===== src/rtl/adc_pkg.sv =====
// Shared definitions for the ADC tag packer: tag/trailer constants and the framing FSM states.
package adc_pkg;

   localparam int          TAG_BYTES = 32;
   localparam logic [7:0]  TAG_MAGIC = 8'h5A;
   localparam logic [15:0] TRL_MAGIC = 16'hA5A5;

   typedef enum logic [1:0] {
      IDLE,
      HDR,
      DATA,
      TRL
   } state_e;

endpackage


===== src/rtl/adc_tag_packer.sv =====
// Frames one CPI of ADC samples: 32-byte tag header, sample pass-through, tlast at frame end.
// Optional trailer beat carrying the data beat count is enabled by defining TAG_PACKER_TRAILER_EN.
module adc_tag_packer
   import adc_pkg::*;
#(
   parameter int DATA_W = 64
) (
   input  logic                   clk,
   input  logic                   rst,
   input  logic [TAG_BYTES*8-1:0] tag_info,
   input  logic                   tag_update,
   input  logic [DATA_W-1:0]      s_axis_tdata,
   input  logic                   s_axis_tvalid,
   input  logic                   s_axis_tlast,
   output logic                   s_axis_tready,
   output logic [DATA_W-1:0]      m_axis_tdata,
   output logic                   m_axis_tvalid,
   output logic                   m_axis_tlast,
   input  logic                   m_axis_tready,
   output logic                   busy,
   output logic [31:0]            frame_cnt,
   output logic [15:0]            stale_cnt
);

   localparam int HDR_BEATS = (TAG_BYTES * 8) / DATA_W;
   localparam int IDX_W     = (HDR_BEATS > 1) ? $clog2(HDR_BEATS) : 1;

   state_e                             state_q, state_d;
   logic [TAG_BYTES*8-1:0]             tag_hold_q, tag_hold_d;
   logic                               tag_fresh_q, tag_fresh_d;
   logic [HDR_BEATS-1:0][DATA_W-1:0]   hdr_reg_q, hdr_reg_d;
   logic [IDX_W-1:0]                   hdr_idx_q, hdr_idx_d;
   logic [31:0]                        frame_cnt_q, frame_cnt_d;
   logic [15:0]                        stale_cnt_q, stale_cnt_d;
`ifdef TAG_PACKER_TRAILER_EN
   logic [31:0]                        beat_cnt_q, beat_cnt_d;
   logic [DATA_W-1:0]                  trl_beat;
`endif

   always_ff @(posedge clk) begin
      if (rst) begin
         state_q     <= IDLE;
         tag_hold_q  <= '0;
         tag_fresh_q <= 1'b0;
         hdr_reg_q   <= '0;
         hdr_idx_q   <= '0;
         frame_cnt_q <= '0;
         stale_cnt_q <= '0;
`ifdef TAG_PACKER_TRAILER_EN
         beat_cnt_q  <= '0;
`endif
      end else begin
         state_q     <= state_d;
         tag_hold_q  <= tag_hold_d;
         tag_fresh_q <= tag_fresh_d;
         hdr_reg_q   <= hdr_reg_d;
         hdr_idx_q   <= hdr_idx_d;
         frame_cnt_q <= frame_cnt_d;
         stale_cnt_q <= stale_cnt_d;
`ifdef TAG_PACKER_TRAILER_EN
         beat_cnt_q  <= beat_cnt_d;
`endif
      end
   end

`ifdef TAG_PACKER_TRAILER_EN
   always_comb begin
      trl_beat        = '0;
      trl_beat[31:0]  = beat_cnt_q;
      trl_beat[63:48] = TRL_MAGIC;
   end
`endif

   always_comb begin
      state_d       = state_q;
      tag_hold_d    = tag_hold_q;
      tag_fresh_d   = tag_fresh_q;
      hdr_reg_d     = hdr_reg_q;
      hdr_idx_d     = hdr_idx_q;
      frame_cnt_d   = frame_cnt_q;
      stale_cnt_d   = stale_cnt_q;
`ifdef TAG_PACKER_TRAILER_EN
      beat_cnt_d    = beat_cnt_q;
`endif
      s_axis_tready = 1'b0;
      m_axis_tdata  = '0;
      m_axis_tvalid = 1'b0;
      m_axis_tlast  = 1'b0;

      if (tag_update) begin
         tag_hold_d  = tag_info;
         tag_fresh_d = 1'b1;
      end

      case (state_q)
         IDLE: begin
            if (s_axis_tvalid) begin
               // Snapshot uses the old tag even if a new one lands this very cycle
               hdr_reg_d = tag_hold_q;
               hdr_idx_d = '0;
               state_d   = HDR;
               if (!tag_fresh_q && stale_cnt_q != 16'hFFFF)
                  stale_cnt_d = stale_cnt_q + 16'd1;
               if (!tag_update)
                  tag_fresh_d = 1'b0;
`ifdef TAG_PACKER_TRAILER_EN
               beat_cnt_d = '0;
`endif
            end
         end
         HDR: begin
            m_axis_tdata  = hdr_reg_q[hdr_idx_q];
            m_axis_tvalid = 1'b1;
            if (m_axis_tready) begin
               if (hdr_idx_q == IDX_W'(HDR_BEATS - 1))
                  state_d = DATA;
               else
                  hdr_idx_d = hdr_idx_q + IDX_W'(1);
            end
         end
         DATA: begin
            m_axis_tdata  = s_axis_tdata;
            m_axis_tvalid = s_axis_tvalid;
            s_axis_tready = m_axis_tready;
`ifdef TAG_PACKER_TRAILER_EN
            if (s_axis_tvalid && m_axis_tready) begin
               beat_cnt_d = beat_cnt_q + 32'd1;
               if (s_axis_tlast)
                  state_d = TRL;
            end
`else
            m_axis_tlast = s_axis_tlast;
            if (s_axis_tvalid && m_axis_tready && s_axis_tlast) begin
               state_d     = IDLE;
               frame_cnt_d = frame_cnt_q + 32'd1;
            end
`endif
         end
`ifdef TAG_PACKER_TRAILER_EN
         TRL: begin
            m_axis_tdata  = trl_beat;
            m_axis_tvalid = 1'b1;
            m_axis_tlast  = 1'b1;
            if (m_axis_tready) begin
               state_d     = IDLE;
               frame_cnt_d = frame_cnt_q + 32'd1;
            end
         end
`endif
         default: state_d = IDLE;
      endcase
   end

   assign busy      = (state_q != IDLE);
   assign frame_cnt = frame_cnt_q;
   assign stale_cnt = stale_cnt_q;

endmodule


===== config.mk =====
export PLATFORM = sky130hd
export DESIGN_NAME = adc_tag_packer
export DESIGN_NICKNAME = d
export VERILOG_FILES = /design/src/rtl/adc_pkg.sv /design/src/rtl/adc_tag_packer.sv
export SDC_FILE = /design/constraint.sdc
export NUM_CORES = 1
export LEC_CHECK = 0
export ABC_AREA = 1
export BUFFER_PORTS_ARGS = -buffer_cell sky130_fd_sc_hd__buf_4
export CORE_MARGIN = 3
export CORE_UTILIZATION = 45
export CTS_CLUSTER_SIZE = 10
export DETAILED_ROUTE_END_ITERATION = 10
export PLACE_DENSITY = 0.67
export SYNTH_ARGS = -nofsm -noshare
export SYNTH_HDL_FRONTEND = slang
export SYNTH_SLANG_ARGS = --single-unit

===== constraint.sdc =====
create_clock -name clk -period 2.3 [get_ports clk]
set_clock_uncertainty 0.2 [all_clocks]
set_input_delay 0.46 -clock clk [delete_from_list [all_inputs] [get_ports clk]]
set_output_delay 0.46 -clock clk [all_outputs]
set_load 0.03 [all_outputs]

======== Word-level counts from Yosys, hierarchy flattened ========
Index checks and enable logic that the tools add are counted.
storage, ports and cells
  output and inout bits ................... 116
  input port bits ......................... 326
  register bits after elaboration ......... 565
cells by class
  reductions and logical operators ........ 12
  mux-type cells .......................... 19
  $lt $le $gt $ge ......................... 1
  eq/ne operators ......................... 9
  $add $sub $neg .......................... 3
operators by type and width
  operator                                                                      count
  64-bit binary-select mux with 2-bit select                                    1
  64-bit case mux with 2 select lines                                           1
  64-bit two-way mux                                                            1
  32-bit by 1-bit adder with 32-bit output, second input constant               1
  16-bit by 1-bit adder with 16-bit output, second input constant               1
  16-bit inequality test, second input constant                                 1
  2-bit two-way mux                                                             7
  2-bit inequality test, second input constant                                  5
  4-bit AND reduction                                                           2
  1-bit two-way mux                                                             6
  2-bit case mux with 3 select lines                                            1
  2-bit equality test, second input constant                                    2
  2-bit case mux with 2 select lines                                            1
  2-bit AND reduction                                                           2
  2-bit nonzero test                                                            2
  1-bit logical AND                                                             3
  2-bit by 3-bit less-than comparator with 1-bit output, second input constant  1
  3-bit AND reduction                                                           1
  2-bit by 1-bit adder with 2-bit output, second input constant                 1
  2-bit by 1-bit equality test with 1-bit output, second input constant         1
  2-bit zero test                                                               1
  1-bit case mux with 2 select lines                                            1
  1-bit zero test                                                               1

======== Longest topological paths before layout ========
  depth in word-level cells ............... 4
  mapped depth ............................ 12
  gate-level depth less buffers ........... 12

======== Worst setup path before layout ========
Ideal clock, no wire load.
  kind .................................... flip-flop to output port
  from .................................... register state_q[1]
  to ...................................... output m_axis_tdata[0]
  arrival ................................. 1.713 ns
  path buffers ............................ 2
  cell stages (with the launch flop) ...... 7
  slack ................................... -0.073 ns
  path through ............................ dfxtp_1 -> inv_1 -> ha_1 -> buf_1 -> clkbuf_1 -> nand2_1 -> a21oi_1
between the ends
  longest elaborated chain between the ends .. 2
ends and longest elaborated chain
  element                                                                                       line                  RTL
  start, declared                                                                               adc_tag_packer.sv:28  state_e state_q, state_d;
  start signal, assigned                                                                        adc_tag_packer.sv:53  state_q <= state_d;
  2-bit equality test / 2-bit by 1-bit equality test with 1-bit output (equally long branches)  adc_tag_packer.sv:95  case (state_q)
  64-bit case mux with 2 select lines (*)                                                       adc_tag_packer.sv:95
  end, declared                                                                                 adc_tag_packer.sv:16  output logic [DATA_W-1:0] m_axis_tdata,
Mark *: on every way between the ends. The rest lies on a longest branch, timed or not.

======== Worst setup path after layout ========
  from .................................... register hdr_idx_q[0]
  to ...................................... output m_axis_tdata[56]
between the ends
  longest elaborated chain between the ends .. 3
ends and longest elaborated chain
  element                                     line                   RTL
  start, declared                             adc_tag_packer.sv:32   logic [IDX_W-1:0] hdr_idx_q, hdr_idx_d;
  start signal, assigned                      adc_tag_packer.sv:57   hdr_idx_q <= hdr_idx_d;
  64-bit binary-select mux with 2-bit select  adc_tag_packer.sv:112  m_axis_tdata = hdr_reg_q[hdr_idx_q];
  64-bit two-way mux (implied by the code)    adc_tag_packer.sv:112
  64-bit case mux with 2 select lines         adc_tag_packer.sv:95
No other way between the ends. The select of a mux whose other input is x is not followed.

==> flow_summary.ini <==
[cells_and_area]
multi_input_area_sq_mm = 0.0114
regArea_sq_mm = 0.0113
post-route-cell-area_sq_mm = 0.0339
layout.nets = 4339
stdcell_count = 4702
finalCoreUtilization_pct = 67.1
drive_gt1_share_pct = 21.7
synthToLayoutAreaGrowth_pct = 46.1
n_fill_cell = 4284

[global_routing]
antenna_found_initial = 3
overflow = 0
grt_max_degree = 193
grt_pass1_vias = 22483
grt_pass1_wl_mm = 127
grt_usage_pct = 29.5

[die]
ioPinCount = 442
core_sq_mm = 0.0505
die-area_sq_mm = 0.0543
initial_core_util_pct = 45.9
die_w_um = 233
rows = 82
die_h_um = 233

[yosys]
synth_ff_type = dfxtp_1
synth_mux_area_share_pct = 0
synth_compound_area_share_pct = 17.6
ys_ff_latch = 565
synthCells = 3348
yosys_warnings = 0
synth.cell_area_sq_mm = 0.0232
ys_top_cells_by_area = dfxtp_1, nor2_1, o21ai_0, nand2_1, clkbuf_1
syn_nets = 3681
synth_top_cell_by_area = dfxtp_1
synthAdderAreaFrac_pct = 0.378
synth_top_family_by_area = simple AND/OR/NAND/NOR gates
synth_most_common_cell = nor2_1
ys_seq_area_share_pct = 48.8
synth.top_cell.area_share_pct = 48.8
synth_simple_gate_area_share_pct = 27.4
synth_cell_types = 33
synth-edff-count = 0
synth-xor-area-share_pct = 0.189
syn_area_per_cell_sq_um = 6.92
synthArstFlopShare_pct = 0
synthTopCellsByCount = nor2_1, o21ai_0, dfxtp_1

[timing]
fin_tns_setup_ns = -30.49
drv_slew = 0
worst_pin_slew_ns = 0.935
setup_violations = 66
rsz0062_at_grt = true
fin_crit_sh_pct = 124
max_freq_mhz = 350
layout_min_cycle_time_ns = 2.86
slew_headroom_pct = 37.7
timing_hold_violations_final = 0
setup_ws_ns = -0.561
fin_hold_ws_ns = 0.0344

[drt]
postRouteAntennaNets = 0
drt-total-wl_mm = 84.4
drc = 0
drtPass1Iterations = 7
vias = 24489
drt_iter0_drc = 2354
wl_per_cell_um = 17.9
viasPerCell = 5.21

[min_path]
hold_path_class = primary input to register
min_from = rst

[cts]
root_buffer = clkbuf_16
clk_latency_ns = 0.58
clk_pin_slew_ns = 0.06
cts_tree = done
ctsHtreeMaxLevel = 3
clock_sinks = 565
cts_made_buffers = 68
cts_buffer_depth = 3

[power]
peakVddDrop_mv = 0.639
p_per_area_mw_per_mm2 = 1040
p_leak_nw = 14.3
totalPowerFinal_mw = 35.3

[place]
dpl.cell_count = 4313
gp_congestion = 0.887
place_area_sq_mm = 0.0276
place_hpwl_mm = 52.7
io_buffers = 441
pre_cts_slack_ns = -0.0798

[flow_run]
maxCapViolations = 0

[critical_path]
cp_max_fo = 6
r2r_start = hdr_idx_q[0]$_SDFFE_PP0P_
critPathKind = register to primary output
r2r_slack_ns = 0.10
crit_start = hdr_idx_q[0]$_SDFFE_PP0P_
end_kind = primary output
start_kind = register
worstPathArrival_ns = 2.20
worst_ep_required_time_ns = 1.64

[status]
status = finished, violations left
violations = setup timing
[worst paths after layout]
path                            endpoint  cells past startpoint
max                     m_axis_tdata[56]                     11
min            frame_cnt[7]$_SDFFE_PP0P_                      2
max reg2reg    hdr_idx_q[1]$_SDFFE_PP0P_                     10
min reg2reg  hdr_reg_q[129]$_SDFFE_PP0P_                      2
[worst max-delay path, stage by stage, from the launching register on]
cell and delay (ns):
dfxtp_4 0.39, buf_12 0.13, buf_12 0.13, clkbuf_16 0.15
buf_12 0.10, nor2_4 0.03, nor2_2 0.11, o21ai_2 0.10
o21ai_2 0.07, nand2_1 0.07, a21oi_1 0.14, buf_4 0.17
[repair_timing]
| item | 4_1_cts | 5_1_grt |
|---|---|---|
| hold endpoints to repair | 256 | 0 |
| hold buffers | 256 | 0 |
| setup endpoints to repair | 67 | 67 |
| cloned | 12 | 4 |
| gates resized for setup | 292 | 109 |
| pin swaps | 64 | 83 |
| setup buffers | 25 | 9 |
[cell usage in the layout, fill, tap and decap left out, types with 59 or more instances in the layout]
cell | netlist | final
nor2_1 | 1314 | 1266
dfxtp_1 | 565 | 561
clkbuf_16 | 0 | 75
buf_6 | 4 | 75
o21ai_0 | 681 | 569
dlygate4sd3_1 | 0 | 256
a21oi_2 | 0 | 59
buf_4 | 5 | 432
nand2_1 | 256 | 237
inv_1 | 66 | 60
o21ai_1 | 32 | 88
[report_power, final]
part           internal [mW]  total, mW  switching [mW]
registers               11.5       12.6            1.19
clock network           5.66       9.68            4.02
logic                   5.29       13.0            7.69
total                   22.4       35.3            12.9
[registers in the layout, summed over array words and instances, names as in the netlist]
register and count:
stale_cnt 16, hdr_idx_q 2, tag_hold_q 256, tag_fresh_q 1, state_q 2, frame_cnt 32
hdr_reg_q 256
[routing by layer]
| metal | vias to the layer above | share of wire (%) | GRT usage (%) |
|---|---|---|---|
| li1 | 12089 | - | - |
| met1 | 11280 | 46 | 43.6 |
| met2 | 980 | 44 | 44.3 |
| met3 | 140 | 7.5 | 4.44 |
| met4 | 0 | 2.5 | 8.83 |
| met5 | - | 0 | 0 |
[cell families after synthesis]
logic type / Yosys count
adders and majority gates: 7
xor gates and xnor gates: 5
buffers and inverters: 311
and+or+nand+nor: 1649
AOI/OAI and AO/OA: 811
DFF: 565
[layout make-up]
cell class	count	share of cell area, %
Timing Repair inverter	1	0.0480
Sequential cell	565	33.4
Multi-Input combinational cell	2472	33.6
Clock buffer	83	5.50
Clock inverter	6	0.177
Tap cell	672	2.48
Antenna cell	5	0.0369
Timing Repair Buffer	828	23.7
Inverter	70	0.942
Power figures use the tool's default switching activity.
